[config.mk]
export PLATFORM = sky130hd
export DESIGN_NAME = rv32_mod_instruction_prefetch
export DESIGN_NICKNAME = d
export VERILOG_FILES = /design/src/rtl/rv32_mod_instruction_prefetch.sv
export SDC_FILE = /design/constraint.sdc
export NUM_CORES = 1
export LEC_CHECK = 0
export BUFFER_PORTS_ARGS = -buffer_cell sky130_fd_sc_hd__buf_2
export CORE_UTILIZATION = 55
export DETAILED_ROUTE_END_ITERATION = 7
export MAX_ROUTING_LAYER = met4
export PLACE_DENSITY_LB_ADDON = 0.08
export SLEW_MARGIN = 20
export SYNTH_ARGS = -nofsm -noshare
export SYNTH_HDL_FRONTEND = slang
export SYNTH_SLANG_ARGS = --single-unit
[constraint.sdc]
create_clock -name clk -period 10.2 [get_ports clk]
set_input_delay 0.51 -clock clk [delete_from_list [all_inputs] [get_ports clk]]
set_output_delay 0.51 -clock clk [all_outputs]
set_load 0.03 [all_outputs]
[src/rtl/rv32_mod_instruction_prefetch.sv]
// Instruction prefetcher: single-outstanding bus fetcher feeding a DEPTH-entry FIFO, with redirect flush.
// Latency: ack -> if_valid next cycle; redirect -> new request next cycle unless a response must be drained.
// Backpressure: no new request while the FIFO is full; requests resume the cycle after a pop.
module rv32_mod_instruction_prefetch #(
    parameter int          DEPTH      = 2,
    parameter logic [31:0] RESET_ADDR = 32'h0000_0000
) (
    input  logic        clk,
    input  logic        reset,
    output logic        instr_req,
    input  logic        instr_ack,
    input  logic        instr_err,
    output logic [31:0] instr_addr,
    input  logic [31:0] instr_data_i,
    output logic        if_valid,
    input  logic        if_ready,
    output logic [31:0] if_instruction,
    output logic [31:0] if_address,
    output logic        if_err,
    input  logic        redirect_enable,
    input  logic [31:0] redirect_address
);

    localparam int              AW       = $clog2(DEPTH);
    localparam int              CW       = AW + 1;
    localparam logic [CW-1:0]   DEPTH_C  = CW'(DEPTH);
    localparam logic [31:0]     RESET_PC = {RESET_ADDR[31:2], 2'b00};

    typedef enum logic [1:0] {FETCH, DRAIN, HALT} state_t;

    state_t        state_q, state_d;
    logic [31:0]   fetch_pc_q, fetch_pc_d;
    logic [31:0]   drain_addr_q, drain_addr_d;
    logic [CW-1:0] count_q;
    logic [AW-1:0] rd_ptr_q, wr_ptr_q;
    logic [31:0]   mem_data [DEPTH];
    logic [31:0]   mem_addr [DEPTH];
    logic          mem_err  [DEPTH];
    logic          req_c, resp, push, push_err, pop;
    logic          unused_addr_bits;

    assign unused_addr_bits = &{1'b0, redirect_address[1:0]};
    // err wins over ack when both are asserted
    assign resp = instr_ack | instr_err;

    always_comb begin
        state_d      = state_q;
        fetch_pc_d   = fetch_pc_q;
        drain_addr_d = drain_addr_q;
        req_c        = 1'b0;
        push         = 1'b0;
        push_err     = 1'b0;
        case (state_q)
            FETCH: begin
                req_c = (count_q < DEPTH_C);
                if (redirect_enable) begin
                    // an unanswered request must still be completed on the bus
                    if (req_c && !resp) begin
                        state_d      = DRAIN;
                        drain_addr_d = fetch_pc_q;
                    end
                end else if (req_c && instr_err) begin
                    push     = 1'b1;
                    push_err = 1'b1;
                    state_d  = HALT;
                end else if (req_c && instr_ack) begin
                    push       = 1'b1;
                    fetch_pc_d = fetch_pc_q + 32'd4;
                end
            end
            DRAIN: begin
                req_c = 1'b1;
                if (resp) state_d = FETCH;
            end
            HALT: begin
                if (redirect_enable) state_d = FETCH;
            end
            default: state_d = FETCH;
        endcase
        if (redirect_enable) fetch_pc_d = {redirect_address[31:2], 2'b00};
    end

    assign pop        = if_valid && if_ready && !redirect_enable;
    assign instr_req  = req_c && !reset;
    assign instr_addr = reset ? 32'h0 : ((state_q == DRAIN) ? drain_addr_q : fetch_pc_q);

    assign if_valid       = (count_q != '0);
    assign if_instruction = if_valid ? mem_data[rd_ptr_q] : 32'h0;
    assign if_address     = if_valid ? mem_addr[rd_ptr_q] : 32'h0;
    assign if_err         = if_valid ? mem_err[rd_ptr_q]  : 1'b0;

    always_ff @(posedge clk or posedge reset) begin
        if (reset) begin
            state_q      <= FETCH;
            fetch_pc_q   <= RESET_PC;
            drain_addr_q <= 32'h0;
            count_q      <= '0;
            rd_ptr_q     <= '0;
            wr_ptr_q     <= '0;
        end else begin
            state_q      <= state_d;
            fetch_pc_q   <= fetch_pc_d;
            drain_addr_q <= drain_addr_d;
            if (redirect_enable) begin
                count_q  <= '0;
                rd_ptr_q <= '0;
                wr_ptr_q <= '0;
            end else begin
                if (push) wr_ptr_q <= wr_ptr_q + AW'(1);
                if (pop)  rd_ptr_q <= rd_ptr_q + AW'(1);
                if (push && !pop)      count_q <= count_q + CW'(1);
                else if (pop && !push) count_q <= count_q - CW'(1);
            end
        end
    end

    // Storage needs no reset: head outputs are masked while the FIFO is empty
    always_ff @(posedge clk) begin
        if (push) begin
            mem_data[wr_ptr_q] <= push_err ? 32'h0 : instr_data_i;
            mem_addr[wr_ptr_q] <= fetch_pc_q;
            mem_err[wr_ptr_q]  <= push_err;
        end
    end

endmodule

==> key figures <==
STA
  – Max Slew Vio Count: 0
  – RSZ-0062 raised after global routing: false
  – Setup WS post-layout: 7.46 ns
  – Period utilisation layout: 26.8%
  – Final setup vio count: 0
  – Worst Skew: approximately 0.0077 ns
  – Fin. Hold Viols: 0
  – Slew headroom: between 20% and 30%
  – Period minus WS final: about 2.7 ns
  – Worst Max-Slew Pin Slew: around 1.1 ns
  – FMAX: around 370 MHz
  – Setup TNS: 0 ns

Clock network
  – CTS hold repair buffers: 0
  – Htree depth: 4
  – Post-CTS setup buffers: 0
  – CTS Sinks: roughly 190
  – Clock Tree Buf Depth: 2
  – TritonCTS clock tree: yes
  – Clk_lat worst skew: 0.43 ns
  – Clock Pin Slew Worst Setup and Hold Paths: approximately 0.060 ns
  – Root Driver: clkbuf_16
  – Total CTS buffers: 17
  – Post-cts sizing count: 0

Logic synthesis
  – Synth Register Bits: 192
  – Top_reg_cell synth: edfxtp_1
  – Seq/Total Area, Yosys: between 60% and 70%
  – Mapped cell area: 8580 um^2
  – Fraction of registers with async set/reset: ~34%
  – Yosys synthesis warning count: 0
  – Library cells used by synthesis: slightly above 40
  – Post-synth EDFFs: 126
  – Avg Synthesized Cell Area: between 10 and 15 um^2
  – Syn Inst Count: 720

Critical path
  – WS Path Type: reg2out
  – Crit-path max FO: 64
  – Req. time, crit path: slightly below 10 ns
  – CP endpoint kind: output pin
  – WP data arrival: around 2.2 ns
  – Worst Setup Start Kind: flop
  – FF-to-FF path depth: 5

Floorplan
  – # IOs: roughly 170
  – Initial cell density of the core: 56.4%
  – Die area: roughly 16000 um^2
  – Die width: between 100 and 150 um
  – Row Count: 45
  – Die H: around 130 um
  – Placeable Area: roughly 15000 um^2

Layout
  – Most common cell after layout, fill and taps aside: buf_2
  – Final instance area: ~10000 um^2
  – Share of cells above drive strength 1: a little over a quarter
  – Final Core Density: 66.5%
  – Most frequent cells in the layout: buf_2, edfxtp_1, nand2_1, nor2_1, dfrtp_1
  – Final #Nets: 934
  – Antenna diodes: 0
  – Synthesis-to-finish area growth: 17.9%

Flow run
  – Max cap viols: 0

Place
  – Port bufs: 162
  – DP Wirelength: 11600 um
  – Placer congestion estimate: roughly 0.86
  – Placed instance area: 9500 um^2
  – Post-place setup slack: 7.41 ns

Run status
  – Status: completed

Routing
  – Pre-antenna DRT Iters: 5
  – WL/cell: 17.2 um
  – Post-Route WL: around 18000 um
  – Vias post-DR: around 6000
  – Via density: roughly 5.7
  – DRC Markers: 0
  – Drt initial violations: about 480
  – Detail Route Antenna Nets: 0

Global routing
  – Largest net degree at the start of global routing: 65
  – First-pass GRT wire length: 28600 um
  – Vias in the first global route: 5671
  – Gr usage total: between 20% and 30%
  – Initial antenna violation count: 0
  – Total congestion overflow: 0

Hold path
  – Worst Hold Class: in2reg
  – Hold path depth: 3

Pwr
  – Peak VDD IR: about 0.12 mV
  – Pwr Density: between 200 and 250 nW/um^2
  – Leakage: between 4 and 5 nW
-- state kept, by name (all words and copies together) (netlist names) --
register / count
mem_addr: 60
rd_ptr_q: 1
drain_addr_q: 30
fetch_pc_q: 30
wr_ptr_q: 1
mem_data: 64
count_q: 2
mem_err: 2
state_q: 2
-- area by class of cell --
cell class / instances / area [um^2]
sequential: 192 / 5440
timing repair buffer: 167 / 848
multi-input combinational: 476 / 2950
fill: 1148 / 5090
clock buffer: 21 / 470
clock inverter: 11 / 138
inverter: 9 / 33.8
tap: 188 / 235
-- worst max-delay path, cell delays in order, from the launching register on --
cell	delay (ns)
dfrtp_4	1.15
mux2i_1	0.30
nor2_1	0.08
buf_2	0.21
-- report_power, final --
part	total (mW)	internal, mW	switching [mW]
Sequential	1.02	0.940	0.0766
Clock	0.680	0.403	0.277
Combinational	0.368	0.135	0.234
Total	2.06	1.48	0.587
-- cells in the mapped netlist, types with 7 or more instances --
| cell | instances | area share [%] |
|---|---|---|
| xnor2_1 | 7 | 0.71 |
| dfrtp_1 | 66 | 19 |
| a21oi_1 | 32 | 1.9 |
| nor2_1 | 86 | 3.8 |
| mux2i_1 | 64 | 7.5 |
| o31ai_1 | 12 | 1.0 |
| nand4_1 | 10 | 0.73 |
| edfxtp_1 | 126 | 44 |
| mux2_2 | 27 | 3.5 |
| o21ai_0 | 15 | 0.87 |
| nand3_1 | 15 | 0.87 |
| clkbuf_1 | 38 | 1.7 |
| a31oi_1 | 14 | 1.0 |
| nand2_1 | 95 | 4.2 |
| or4_1 | 20 | 1.7 |
| and2_1 | 35 | 2.6 |
| inv_1 | 8 | 0.35 |
-- cells by family after synthesis --
| logic type | after synthesis | share of synthesized area (%) |
|---|---|---|
| AO/OA/AOI/OAI | 84 | 5.86 |
| XOR/XNOR | 11 | 1.12 |
| adder cells (fa/ha/maj) | 1 | 0.146 |
| buffers and inverters | 55 | 2.68 |
| flip-flops | 192 | 63.3 |
| multiplexers | 91 | 11.0 |
| other | 1 | 0.0437 |
| AND/OR/NAND/NOR | 285 | 15.8 |
-- path summary, 6_finish.rpt --
check | start | to | slack (ns)
min in group asynchronous | reset | drain_addr_q[23] | 0.33
worst max-delay path | rd_ptr_q | if_address[24] | 7.46
worst min-delay path | redirect_address[7] | fetch_pc_q[7] | 0.29
worst max register to register | fetch_pc_q[2] | fetch_pc_q[22] | 7.66
worst min register to register | drain_addr_q[10] | drain_addr_q[10] | 0.49
max in group asynchronous | reset | rd_ptr_q | 8.81
-- layer usage --
metal	global-route usage, %	share of wire [%]
met1	31.2	45
met2	37.6	48
met3	3.88	5.0
met4	8.47	1.5
met5	-	0
-- stage by stage --
step                hold WS (ns)  total power [mW]  cells
detailed placement         0.477              1.40   1032
global placement           0.466              1.38   1032
finish                     0.294              2.06   1064
CTS                        0.283              2.08   1064
floorplan                  0.440              1.29    723
global route               0.312              2.14   1064
Note: power is estimated with default switching activity, not from simulation.
